[config.mk]
export PLATFORM = sky130hd
export DESIGN_NAME = i2c_tx_fifo_arbiter_flat
export DESIGN_NICKNAME = d
export VERILOG_FILES = /design/src/rtl/i2c_tx_fifo_arbiter_if.sv /design/src/rtl/i2c_tx_fifo_arbiter.sv /design/src/flat_wrapper.sv
export SDC_FILE = /design/constraint.sdc
export NUM_CORES = 1
export LEC_CHECK = 0
export ABC_AREA = 1
export CAP_MARGIN = 20
export CORE_ASPECT_RATIO = 1.5
export CORE_MARGIN = 10
export CORE_UTILIZATION = 40
export DETAILED_ROUTE_END_ITERATION = 6
export GPL_TIMING_DRIVEN = 0
export PLACE_DENSITY = 0.78
export SETUP_SLACK_MARGIN = 0.5
export SYNTH_ARGS = -nofsm -noshare
export SYNTH_HDL_FRONTEND = slang
export SYNTH_SLANG_ARGS = --single-unit
[constraint.sdc]
create_clock -name clk -period 1.9 [get_ports clk]
set_input_delay 0.38 -clock clk [delete_from_list [all_inputs] [get_ports clk]]
set_output_delay 0.38 -clock clk [all_outputs]
set_load 0.01 [all_outputs]
[src/rtl/i2c_tx_fifo_arbiter_if.sv]
`default_nettype none
// ============================================================================
// Module   : i2c_tx_fifo_arbiter_if
// Brief    : Requester and FIFO write-side bundle for the transmit FIFO arbiter.
// Revision : 1.0 - initial release
// ============================================================================
interface i2c_tx_fifo_arbiter_if #(
    parameter int NUM_REQ    = 4,
    parameter int DATA_WIDTH = 8
);
    localparam int c_IDX_W = (NUM_REQ > 1) ? $clog2(NUM_REQ) : 1;

    logic [NUM_REQ-1:0]            req;
    logic [NUM_REQ*DATA_WIDTH-1:0] req_data;
    logic [NUM_REQ-1:0]            req_last;
    logic [NUM_REQ-1:0]            req_ready;
    logic [NUM_REQ-1:0]            gnt;
    logic                          fifo_wr_en;
    logic [DATA_WIDTH-1:0]         fifo_din;
    logic                          fifo_full;
    logic                          busy;
    logic                          abort;
    logic [c_IDX_W-1:0]            abort_id;

    modport master (
        output req, req_data, req_last, fifo_full,
        input  req_ready, gnt, fifo_wr_en, fifo_din, busy, abort, abort_id
    );

    modport slave (
        input  req, req_data, req_last, fifo_full,
        output req_ready, gnt, fifo_wr_en, fifo_din, busy, abort, abort_id
    );
endinterface
`default_nettype wire

[src/rtl/i2c_tx_fifo_arbiter.sv]
`default_nettype none
// ============================================================================
// Module   : i2c_tx_fifo_arbiter
// Brief    : Packet-locked round-robin arbiter for the I2C TX FIFO write port,
//            with idle timeout release and abort reporting.
// Revision : 1.0 - initial release
// ============================================================================
module i2c_tx_fifo_arbiter #(
    parameter int NUM_REQ    = 4,
    parameter int DATA_WIDTH = 8,
    parameter int TIMEOUT    = 64
) (
    input  logic                  clk,
    input  logic                  rst_n,
    i2c_tx_fifo_arbiter_if.slave  bus
);
    localparam int                 c_IDX_W    = (NUM_REQ > 1) ? $clog2(NUM_REQ) : 1;
    localparam int                 c_CNT_W    = (TIMEOUT > 1) ? $clog2(TIMEOUT) : 1;
    localparam bit                 c_TO_EN    = (TIMEOUT != 0);
    localparam logic [c_CNT_W-1:0] c_CNT_LAST = c_CNT_W'((TIMEOUT > 0) ? TIMEOUT - 1 : 0);
    localparam logic [c_IDX_W-1:0] c_IDX_MAX  = c_IDX_W'(NUM_REQ - 1);
    localparam logic [NUM_REQ-1:0] c_ONE      = {{(NUM_REQ-1){1'b0}}, 1'b1};

    typedef enum logic [0:0] {
        ST_IDLE = 1'b0,
        ST_XFER = 1'b1
    } state_t;

    state_t                r_state,    w_state_nxt;
    logic [NUM_REQ-1:0]    r_gnt,      w_gnt_nxt;
    logic [c_IDX_W-1:0]    r_cur_idx,  w_cur_idx_nxt;
    logic [c_IDX_W-1:0]    r_last_idx, w_last_idx_nxt;
    logic [c_CNT_W-1:0]    r_cnt,      w_cnt_nxt;
    logic                  r_abort,    w_abort_nxt;
    logic [c_IDX_W-1:0]    r_abort_id, w_abort_id_nxt;

    logic                  w_pick_valid;
    logic [c_IDX_W-1:0]    w_pick_idx;
    logic                  w_req_g;
    logic                  w_last_g;
    logic [DATA_WIDTH-1:0] w_din_g;
    logic [NUM_REQ-1:0]    w_ready;
    logic                  w_wr_en;
    logic [DATA_WIDTH-1:0] w_din;

    // Round-robin pick: lowest requester above last_gnt wins, else lowest at or below it.
    always_comb begin
        w_pick_valid = |bus.req;
        w_pick_idx   = '0;
        for (int i = NUM_REQ - 1; i >= 0; i--) begin
            if (bus.req[i] && (i <= int'(r_last_idx))) w_pick_idx = c_IDX_W'(i);
        end
        for (int i = NUM_REQ - 1; i >= 0; i--) begin
            if (bus.req[i] && (i > int'(r_last_idx))) w_pick_idx = c_IDX_W'(i);
        end
    end

    always_comb begin
        w_req_g  = 1'b0;
        w_last_g = 1'b0;
        w_din_g  = '0;
        for (int i = 0; i < NUM_REQ; i++) begin
            if (r_cur_idx == c_IDX_W'(i)) begin
                w_req_g  = bus.req[i];
                w_last_g = bus.req_last[i];
                w_din_g  = bus.req_data[i*DATA_WIDTH +: DATA_WIDTH];
            end
        end
    end

    always_comb begin
        w_state_nxt    = r_state;
        w_gnt_nxt      = r_gnt;
        w_cur_idx_nxt  = r_cur_idx;
        w_last_idx_nxt = r_last_idx;
        w_cnt_nxt      = r_cnt;
        w_abort_nxt    = 1'b0;
        w_abort_id_nxt = r_abort_id;
        w_ready        = '0;
        w_wr_en        = 1'b0;
        w_din          = '0;
        case (r_state)
            ST_IDLE: begin
                if (w_pick_valid) begin
                    w_state_nxt   = ST_XFER;
                    w_gnt_nxt     = c_ONE << w_pick_idx;
                    w_cur_idx_nxt = w_pick_idx;
                    w_cnt_nxt     = '0;
                end
            end
            ST_XFER: begin
                w_ready = r_gnt & {NUM_REQ{!bus.fifo_full}};
                w_wr_en = w_req_g && !bus.fifo_full;
                w_din   = w_din_g;
                if (w_req_g) begin
                    // A stalled-but-valid requester is not idle; only a dropped req counts.
                    w_cnt_nxt = '0;
                    if (!bus.fifo_full && w_last_g) begin
                        w_state_nxt    = ST_IDLE;
                        w_gnt_nxt      = '0;
                        w_last_idx_nxt = r_cur_idx;
                    end
                end else if (c_TO_EN) begin
                    if (r_cnt == c_CNT_LAST) begin
                        w_state_nxt    = ST_IDLE;
                        w_gnt_nxt      = '0;
                        w_last_idx_nxt = r_cur_idx;
                        w_cnt_nxt      = '0;
                        w_abort_nxt    = 1'b1;
                        w_abort_id_nxt = r_cur_idx;
                    end else begin
                        w_cnt_nxt = r_cnt + 1'b1;
                    end
                end
            end
            default: begin
                w_state_nxt = ST_IDLE;
                w_gnt_nxt   = '0;
            end
        endcase
    end

    always_ff @(posedge clk or negedge rst_n) begin
        if (!rst_n) begin
            r_state    <= ST_IDLE;
            r_gnt      <= '0;
            r_cur_idx  <= '0;
            r_last_idx <= c_IDX_MAX;
            r_cnt      <= '0;
            r_abort    <= 1'b0;
            r_abort_id <= '0;
        end else begin
            r_state    <= w_state_nxt;
            r_gnt      <= w_gnt_nxt;
            r_cur_idx  <= w_cur_idx_nxt;
            r_last_idx <= w_last_idx_nxt;
            r_cnt      <= w_cnt_nxt;
            r_abort    <= w_abort_nxt;
            r_abort_id <= w_abort_id_nxt;
        end
    end

    assign bus.req_ready  = w_ready;
    assign bus.gnt        = r_gnt;
    assign bus.fifo_wr_en = w_wr_en;
    assign bus.fifo_din   = w_din;
    assign bus.busy       = (r_state == ST_XFER);
    assign bus.abort      = r_abort;
    assign bus.abort_id   = r_abort_id;
endmodule
`default_nettype wire

[src/flat_wrapper.sv]
// flat-port wrapper written by rule: the top's interface ports become plain ports
module i2c_tx_fifo_arbiter_flat 
#(
    parameter int NUM_REQ    = 4,
    parameter int DATA_WIDTH = 8,
    parameter int TIMEOUT    = 64
)
  (clk, rst_n, bus_req, bus_req_data, bus_req_last, bus_fifo_full, bus_req_ready, bus_gnt, bus_fifo_wr_en, bus_fifo_din, bus_busy, bus_abort, bus_abort_id);
  i2c_tx_fifo_arbiter_if #(.NUM_REQ(NUM_REQ), .DATA_WIDTH(DATA_WIDTH)) bus_i ();
  input  logic clk;
  input  logic rst_n;
  input wire logic [$bits(bus_i.req)-1:0] bus_req;
  input wire logic [$bits(bus_i.req_data)-1:0] bus_req_data;
  input wire logic [$bits(bus_i.req_last)-1:0] bus_req_last;
  input wire logic [$bits(bus_i.fifo_full)-1:0] bus_fifo_full;
  output wire logic [$bits(bus_i.req_ready)-1:0] bus_req_ready;
  output wire logic [$bits(bus_i.gnt)-1:0] bus_gnt;
  output wire logic [$bits(bus_i.fifo_wr_en)-1:0] bus_fifo_wr_en;
  output wire logic [$bits(bus_i.fifo_din)-1:0] bus_fifo_din;
  output wire logic [$bits(bus_i.busy)-1:0] bus_busy;
  output wire logic [$bits(bus_i.abort)-1:0] bus_abort;
  output wire logic [$bits(bus_i.abort_id)-1:0] bus_abort_id;
  assign bus_i.req = bus_req;
  assign bus_i.req_data = bus_req_data;
  assign bus_i.req_last = bus_req_last;
  assign bus_i.fifo_full = bus_fifo_full;
  assign bus_req_ready = bus_i.req_ready;
  assign bus_gnt = bus_i.gnt;
  assign bus_fifo_wr_en = bus_i.fifo_wr_en;
  assign bus_fifo_din = bus_i.fifo_din;
  assign bus_busy = bus_i.busy;
  assign bus_abort = bus_i.abort;
  assign bus_abort_id = bus_i.abort_id;
  i2c_tx_fifo_arbiter #(.NUM_REQ(NUM_REQ), .DATA_WIDTH(DATA_WIDTH), .TIMEOUT(TIMEOUT)) u_core (.clk(clk), .rst_n(rst_n), .bus(bus_i));
endmodule
== Word-level counts from Yosys, hierarchy flattened ==
Index checks and enable logic that the tools add are counted.
Word-level totals
  flip-flop bits (word level): 18
  bits of input ports: 43
  output and inout port bits: 21
  logic and storage cells: 84
Cells by class
  add/sub/neg operators: 1
  $lt $le $gt $ge: 6
  equal/unequal tests: 8
  shifts and indexed selects: 1
  multiplexer cells: 42
  bitwise logic cells: 3
  reductions and logical operators: 16
Operators with widths (count)
  $mux 8: 5
  $mux 2: 10
  $mux 4: 5
  $mux 6: 3
  $mux 1: 16
  $pmux 6 s2: 1
  $reduce_and 3->1: 3
  $logic_and 1x1->1: 8
  $pmux 4 s2: 1
  $add 6x1->6 const B: 1
  $eq 6x6->1 const B: 1
  $ne 3x3->1 const B: 2
  $and 4x4->4: 1
  $eq 2x2->1 const B: 2
  $gt 2x2->1 const A: 2
  $le 2x2->1 const A: 2
  $reduce_or 4->1: 1
  $shl 1x2->4 const A: 1
  $eq 2x1->1 const B: 1
  $gt 1x2->1 const A: 1
  $le 1x2->1 const A: 1
  $logic_not 2->1: 1
  $ne 2x1->1 const B: 1
  $ne 2x2->1 const B: 1
  5 further kinds: 6

== Logic depth before layout (Yosys ltp) ==
Gate-level depths: netlist of run 1.
  depth in word-level cells: 12
  mapped depth: 9
  depth with buffers taken out: 9

== Worst setup path before layout of run 1 ==
OpenSTA, ideal clock, no wires.
  path kind: reg2out
  from: register u_core.r_cur_idx[0]
  to: output port bus_fifo_din[6]
  arrival: 1112 ps
  slack: 408 ps
  stages on the path, launching flop included: 7
  cell sequence: dfrtp_1 -> inv_2 -> buf_2 -> nor2_1 -> nor2_1 -> o221ai_1 -> a21oi_1
Between the ends
  longest elaborated chain between the ends: 6
RTL lines
  from (decl): line i2c_tx_fifo_arbiter.sv:31  | logic [c_IDX_W-1:0] r_cur_idx, w_cur_idx_nxt;
  from (signal assigned): line i2c_tx_fifo_arbiter.sv:135  | r_cur_idx <= w_cur_idx_nxt;
  $logic_not 2->1: line i2c_tx_fifo_arbiter.sv:63  | if (r_cur_idx == c_IDX_W'(i)) begin
  $mux 8 (3 in series): line i2c_tx_fifo_arbiter.sv:63
  $mux 8 *: line i2c_tx_fifo_arbiter.sv:63
  $mux 8 *: line i2c_tx_fifo_arbiter.sv:82  | case (r_state)
  to (decl): line flat_wrapper.sv:19  | output wire logic [$bits(bus_i.fifo_din)-1:0] bus_fifo_din;
Mark *: on every way between the ends. The rest lies on a longest branch, timed or not.

== Final worst setup path of run 1 ==
  from: register u_core.r_cur_idx[1]
  to: output port bus_fifo_wr_en
Between the ends
  longest elaborated chain between the ends: 7
RTL lines
  $logic_not 2->1: line i2c_tx_fifo_arbiter.sv:63
  $mux 1 (3 in series): line i2c_tx_fifo_arbiter.sv:63
  $mux 1 *: line i2c_tx_fifo_arbiter.sv:63
  $logic_and 1x1->1 *: line i2c_tx_fifo_arbiter.sv:93  | w_wr_en = w_req_g && !bus.fifo_full;
  $mux 1 *: line i2c_tx_fifo_arbiter.sv:82
  to (decl): line flat_wrapper.sv:18  | output wire logic [$bits(bus_i.fifo_wr_en)-1:0] bus_fifo_wr_en;
Marked as above.

==> results of run 1 <==
==> power by group <==
part	internal (mW)	total, mW	switching, mW
registers	0.506	0.635	0.129
clock network	0.185	0.325	0.141
logic	1.32	2.80	1.48
total	2.01	3.76	1.75
==> repair_timing <==
action	4_1_cts	5_1_grt
endpoints found under the setup margin	37	31
cloned	2	0
buffers inserted	22	9
hold buffers	0	0
pin swaps	29	21
resized for setup	114	42
==> flip-flops by register name, summed over array words and instances, names as in the netlist <==
signal and flops:
u_core.r_cnt 6, u_core.bus.gnt 4, u_core.bus.abort_id 2, u_core.r_cur_idx 2, u_core.r_last_idx 2, u_core.bus.abort 1, u_core.bus.busy 1
==> metal layers <==
metal / vias to the layer above / wire length [µm] / global-route usage [%]
met4: 0 / 182 / 7.73
met3: 16 / 475 / 2.95
met5: - / 0 / 0
met2: 125 / 3440 / 34.3
li1: 838 / - / -
met1: 881 / 2550 / 20.2
==> worst max-delay path, cell delays in order, from the launching register on <==
cell	delay, ns
dfrtp_2	0.46
inv_4	0.10
buf_6	0.11
buf_6	0.09
nand3_2	0.06
nand2_2	0.08
nand2_4	0.06
a21oi_4	0.15
buf_6	0.12
==> logic make-up after synthesis <==
kind of cell,synth area share [%]
adder cells (fa/ha/maj),0.923
XOR/XNOR,2.59
flip-flops,33.4
buffers and inverters,10.5
AND/OR/NAND/NOR,34.2
AO/OA/AOI/OAI,18.4
==> worst paths after layout <==
kind / to / cells past startpoint / startpoint / slack [ns]
worst max-delay path: bus_fifo_wr_en / 8 / u_core.r_cur_idx[1]$_DFFE_PN0P_ / 0.009
worst min-delay path: u_core.r_cnt[0]$_DFFE_PN0P_ / 1 / u_core.r_cnt[0]$_DFFE_PN0P_ / 0.51
worst max register to register: u_core.bus.gnt[2]$_DFFE_PN0P_ / 12 / u_core.r_cur_idx[1]$_DFFE_PN0P_ / 0.13
worst min register to register: u_core.r_cnt[0]$_DFFE_PN0P_ / 1 / u_core.r_cnt[0]$_DFFE_PN0P_ / 0.51
max in group asynchronous: u_core.r_cur_idx[0]$_DFFE_PN0P_ / 1 / rst_n / 0.73
min in group asynchronous: u_core.bus.abort_id[1]$_DFFE_PN0P_ / 1 / rst_n / 0.59
==> per-stage QoR <==
| step | TNS [ns] | utilization [%] | hold slack, ns |
|---|---|---|---|
| after floorplan | 0 | - | 0.0844 |
| after detailed placement | -3.09 | 63.9 | 0.467 |
| after global placement | -2.98 | 63.9 | 0.463 |
| after CTS | 0 | 74.5 | 0.480 |
| final | 0 | 80.9 | 0.511 |
| after global routing | -0.210 | 80.9 | 0.539 |
==> Yosys cell counts <==
cell      instances  area, µm²
nand4_4           1       21.3
a31oi_1           1       6.26
a21oi_4           1       16.3
nand3_2           1       10.0
or2_4             1       8.76
o21ai_0          21        105
nor3_1            1       5.00
buf_4             1       7.51
inv_1            19       71.3
o21ai_1           1       5.00
buf_2             2       10.0
o211ai_1          1       7.51
inv_2             3       11.3
o21ai_2           2       17.5
nand3_1          20        100
dfstp_2           2       52.6
nand2_4           2       22.5
xnor2_1           1       8.76
buf_6             3       33.8
ha_1              1       12.5
nand4_1           7       43.8
nor3_4            1       16.3
or2_1             1       6.26
clkinv_4          1       8.76
dfrtp_1          16        400
nand2_1          40        150
nor2_1           16       60.1
nand2_2           3       18.8
o22ai_1           3       18.8
xor2_1            3       26.3
a21oi_1          11       55.1
o221ai_1          2       17.5
==> area by class of cell <==
| class | instances | area, µm² |
|---|---|---|
| multi-input cells | 142 | 991 |
| fillers | 195 | 617 |
| well taps | 40 | 50.0 |
| clock buffers | 4 | 55.1 |
| inverters | 23 | 111 |
| flip-flops and latches | 18 | 455 |
| repair buffers | 96 | 875 |
| plain buffers | 6 | 67.6 |
==> placed cells by master, fill, tap and decap left out, types with 3 or more instances in the layout <==
| master | n |
|---|---|
| clkdlybuf4s50_1 | 37 |
| nand2_1 | 31 |
| buf_6 | 21 |
| buf_4 | 19 |
| o21ai_1 | 16 |
| inv_1 | 16 |
| dfrtp_1 | 14 |
| dlygate4sd2_1 | 12 |
| buf_2 | 11 |
| nand3_2 | 10 |
| nand3_1 | 9 |
| nor2_2 | 8 |
| nand2_2 | 7 |
| nand4_1 | 7 |
| nand2_4 | 6 |
| nor2_1 | 6 |
| a21oi_1 | 6 |
| o21ai_2 | 6 |
| clkbuf_8 | 4 |
| a21oi_2 | 3 |
| inv_2 | 3 |
| a21oi_4 | 3 |
| xor2_1 | 3 |
==> reports/qor.txt, run 1 <==
Flops & latches, synth: 18
Crit end category: output port
Tmin final: 1.89 ns
Number of antenna violations at the first check in global routing: 0
Number of CTS-inserted buffers: 3
Seq/Total Area, Yosys: 33.4%
Post-DRT Antenna Nets: 0
Hold WC Path Type: flop to flop
Wire per inst: 20.2 µm
RSZ-0062 raised after global routing: yes
IO Pins: 64
Post-Syn Area: 1360 µm²
CP Data Required Time: 1.52 ns
Routed WL: 6.65 mm
First-pass GRT wire length: 9.29 mm
TritonCTS clock tree: done
Count of different cell masters after synthesis: 32
Iter 0 DRT Violations: 142
Mapped Nets: 233
Hpwl dp: 3.71 mm
Max Slew Vio Count: 0
Root Buffer: clkbuf_8
Leakage: 1.22 nW
Max-cap viol count: 0
Gate Count Post-Synth: 189
Final instance area: 2610 µm²
Vias per cell: 5.65
Non-filler cells, final: 329
Vias in the first global route: 1866
Largest net degree at the start of global routing: 19
Clock sink count: 18
PD cells: 1440 nW/µm²
Clk slew on worst S/H paths: 0.08 ns
Tot Pwr: 3.76 mW
Critical path fanouts, max: 4
Layout cell share with drive strength beyond 1: 42.2%
Layout area overhead: 92.2%
Critical path startpoint category: flop
Synth warn: 0
H-tree depth reported by CTS: 1
Total track usage: 18.9%
Grt ovf: 0
Worst-margin pin slew: 0.836 ns
Starting density of the core: 42.1%
GPL Wtd Cong: 0.896
PortBufs: 63
DIE HEIGHT: 91.3 µm
Vias: 1860
Critical path class: flop to output port
Headroom to the max-slew limit: 44.1%
Place WS: -0.403 ns
Maximum VDD drop: 1140 µV
Final setup margin: 0.00892 ns
Mapped Avg Cell Area: 7.17 µm²
Setup-failing EPs final: 0
TritonRoute pass-1 iters: 5
Total die area: 6160 µm²
Skew final: 0.00739 ns
DRC Markers: 0
Post-placement cell count: 292
Clk_lat worst skew: 0.26 ns
Rows: 25
Die Wd: 67.5 µm
Fin. Hold Viols: 0
Final worst-path cycle share: 99.5%
Fmax: 529 MHz
Core area: 3220 µm²
Max Root-Sink Buffers: 2
Placed instance area: 2060 µm²
Nets: 334
Status: finished clean
Antenna diode count: 0
Crit path DAT: 1.51 ns
Note: power is estimated with default switching activity, not from simulation.
==> run 2, diff against run 1 <==
ABC_CLOCK_PERIOD_IN_PS = 1900   (was unset)
CTS_CLUSTER_SIZE = 12   (was unset)
==> results of run 2 <==
Final layout, timing and power as in run 1 (identical DEF).
==> run 3, diff against run 2 <==
PLACE_DENSITY = 0.83   (was 0.78)
==> reports/qor.txt, run 3 (synthesis gave the netlist of run 1 again) <==
Status: finished clean
Number of CTS-inserted buffers: 3
Hold-fix buffers at CTS: 0
Clk slew on worst S/H paths: 0.07 ns
Most frequent cells in the layout: nand2_1 (38), clkdlybuf4s50_1 (37), inv_1 (18)
Skew final: 0.00370 ns
Vias: 1732
PD cells: 1380 nW/µm²
Max Slew Vio Count: 0
Critical path fanouts, max: 5
Root Buffer: clkbuf_8
Crit end category: output port
Maximum VDD drop: 982 µV
H-tree depth reported by CTS: 1
Headroom to the max-slew limit: 45.6%
TritonRoute pass-1 iters: 5
Die Wd: 67.5 µm
Post-DRT Antenna Nets: 0
Starting density of the core: 42.1%
Hpwl dp: 3.66 mm
Critical path class: flop to output port
Hold slack: 0.492 ns
Routed wl met2: 2.96 mm
Vias per cell: 5.38
First-pass GRT wire length: 8.91 mm
Grt ovf: 0
IO Pins: 64
Number of antenna violations at the first check in global routing: 0
Total die area: 6160 µm²
Clock sink count: 18
DRC Markers: 0
Clk_lat worst skew: 0.26 ns
Layout area overhead: 79.6%
TritonCTS clock tree: done
Fin. Hold Viols: 0
Largest net degree at the start of global routing: 19
Leakage: 1.13 nW
Slowest CP cell: dfrtp_2
Vias in the first global route: 1765
GPL Wtd Cong: 0.863
Core area: 3220 µm²
Critical-path cell list: inv_4, buf_6, nand3_2, nand2_1, o21ai_1, a21oi_1, buf_2
Rows: 25
Crit path DAT: 1.47 ns
Wire per inst: 18.0 µm
Most common library cell in the layout ignoring fill and taps: nand2_1
Iter 0 DRT Violations: 110
Layout cell share with drive strength beyond 1: 34.0%
Nets: 327
PortBufs: 63
Largest register FFs: 6
Final worst-path cycle share: 97.5%
Largest stage delay, worst path: 0.49 ns
Routed met1 length: 2.15 mm
Worst-margin pin slew: 0.813 ns
Post-Route Utilization: 75.5%
Max-cap viol count: 0
Critical path startpoint category: flop
Fmax: 540 MHz
Antenna diode count: 0
DIE HEIGHT: 91.3 µm
Max Root-Sink Buffers: 2
Top reg by flops: u_core.r_cnt
Setup-failing EPs final: 0
CP Data Required Time: 1.52 ns
Total track usage: 18.1%
Top Metal Used: met4
Routed WL: 5.81 mm
Tmin final: 1.85 ns
RSZ-0062 raised after global routing: yes
Hold WC Path Type: flop to flop
Met3 Routed Length: 487 µm
==> run 3: cell count changes in the layout (fill, tap and decap cells not counted), sizes merged <==
cell	before	now
buf	52	44
clkinvlp	0	1
dlygate4sd2	12	13
dlymetal6s2s	1	0
==> run 3: timing repair <==
action                                  in CTS  in global routing
buffers inserted                            18                  4
pin swaps                                   13                 12
gates resized for setup                    100                 21
endpoints found under the setup margin      36                 31
cloned                                       4                  0
==> run 3: where the power goes <==
group          switching (mW)  total [mW]  internal (mW)
sequential              0.139       0.645          0.506
clock                   0.130       0.315          0.184
combinational            1.29        2.39           1.10
total                    1.56        3.35           1.79
==> run 3: worst paths after layout <==
check	from	to	slack, ns	cells past startpoint
max in group asynchronous	rst_n	u_core.r_cur_idx[0]$_DFFE_PN0P_	0.76	1
worst min-delay path	u_core.bus.abort_id[1]$_DFFE_PN0P_	u_core.bus.abort_id[1]$_DFFE_PN0P_	0.49	2
worst min register to register	u_core.bus.abort_id[1]$_DFFE_PN0P_	u_core.bus.abort_id[1]$_DFFE_PN0P_	0.49	2
worst max register to register	u_core.r_cur_idx[1]$_DFFE_PN0P_	u_core.r_last_idx[0]$_DFFE_PN1P_	0.29	8
worst max-delay path	u_core.r_cur_idx[1]$_DFFE_PN0P_	bus_fifo_din[2]	0.05	7
min in group asynchronous	rst_n	u_core.bus.gnt[2]$_DFFE_PN0P_	0.59	1
==> run 3: area by class of cell <==
cell class | count | area [µm²]
multi-input cells | 142 | 907
well taps | 40 | 50.0
clock buffers | 4 | 55.1
repair inverters | 1 | 7.51
fillers | 243 | 788
inverters | 23 | 111
flip-flops and latches | 18 | 455
repair buffers | 88 | 779
plain buffers | 6 | 67.6
==> run 3: per-stage QoR <==
step / setup slack [ns] / cells / TNS (ns) / total power, mW / area [µm²]
global placement: -0.407 / 292 / -3.14 / 2.34 / 2060
floorplan: 0.470 / 189 / 0 / 1.68 / 1380
CTS: 0.0879 / 318 / 0 / 3.06 / 2320
finish: 0.0469 / 322 / 0 / 3.35 / 2430
detailed placement: -0.425 / 292 / -3.31 / 2.38 / 2060
global route: -0.0262 / 322 / -0.0667 / 3.58 / 2430
==> run 3: routing by layer <==
layer  global-route usage (%)  up-vias
li1                         -      818
met1                     20.1      801
met2                     30.8       91
met3                     4.18       22
met4                     8.42        0
met5                        0        -
==> run 3: critical path, delay by kind of cell, from the launching register on <==
kind,cells,cell delay [ns]
flip-flops,1,0.49
AO/OA/AOI/OAI,2,0.22
buffers and inverters,3,0.40
AND/OR/NAND/NOR,2,0.11
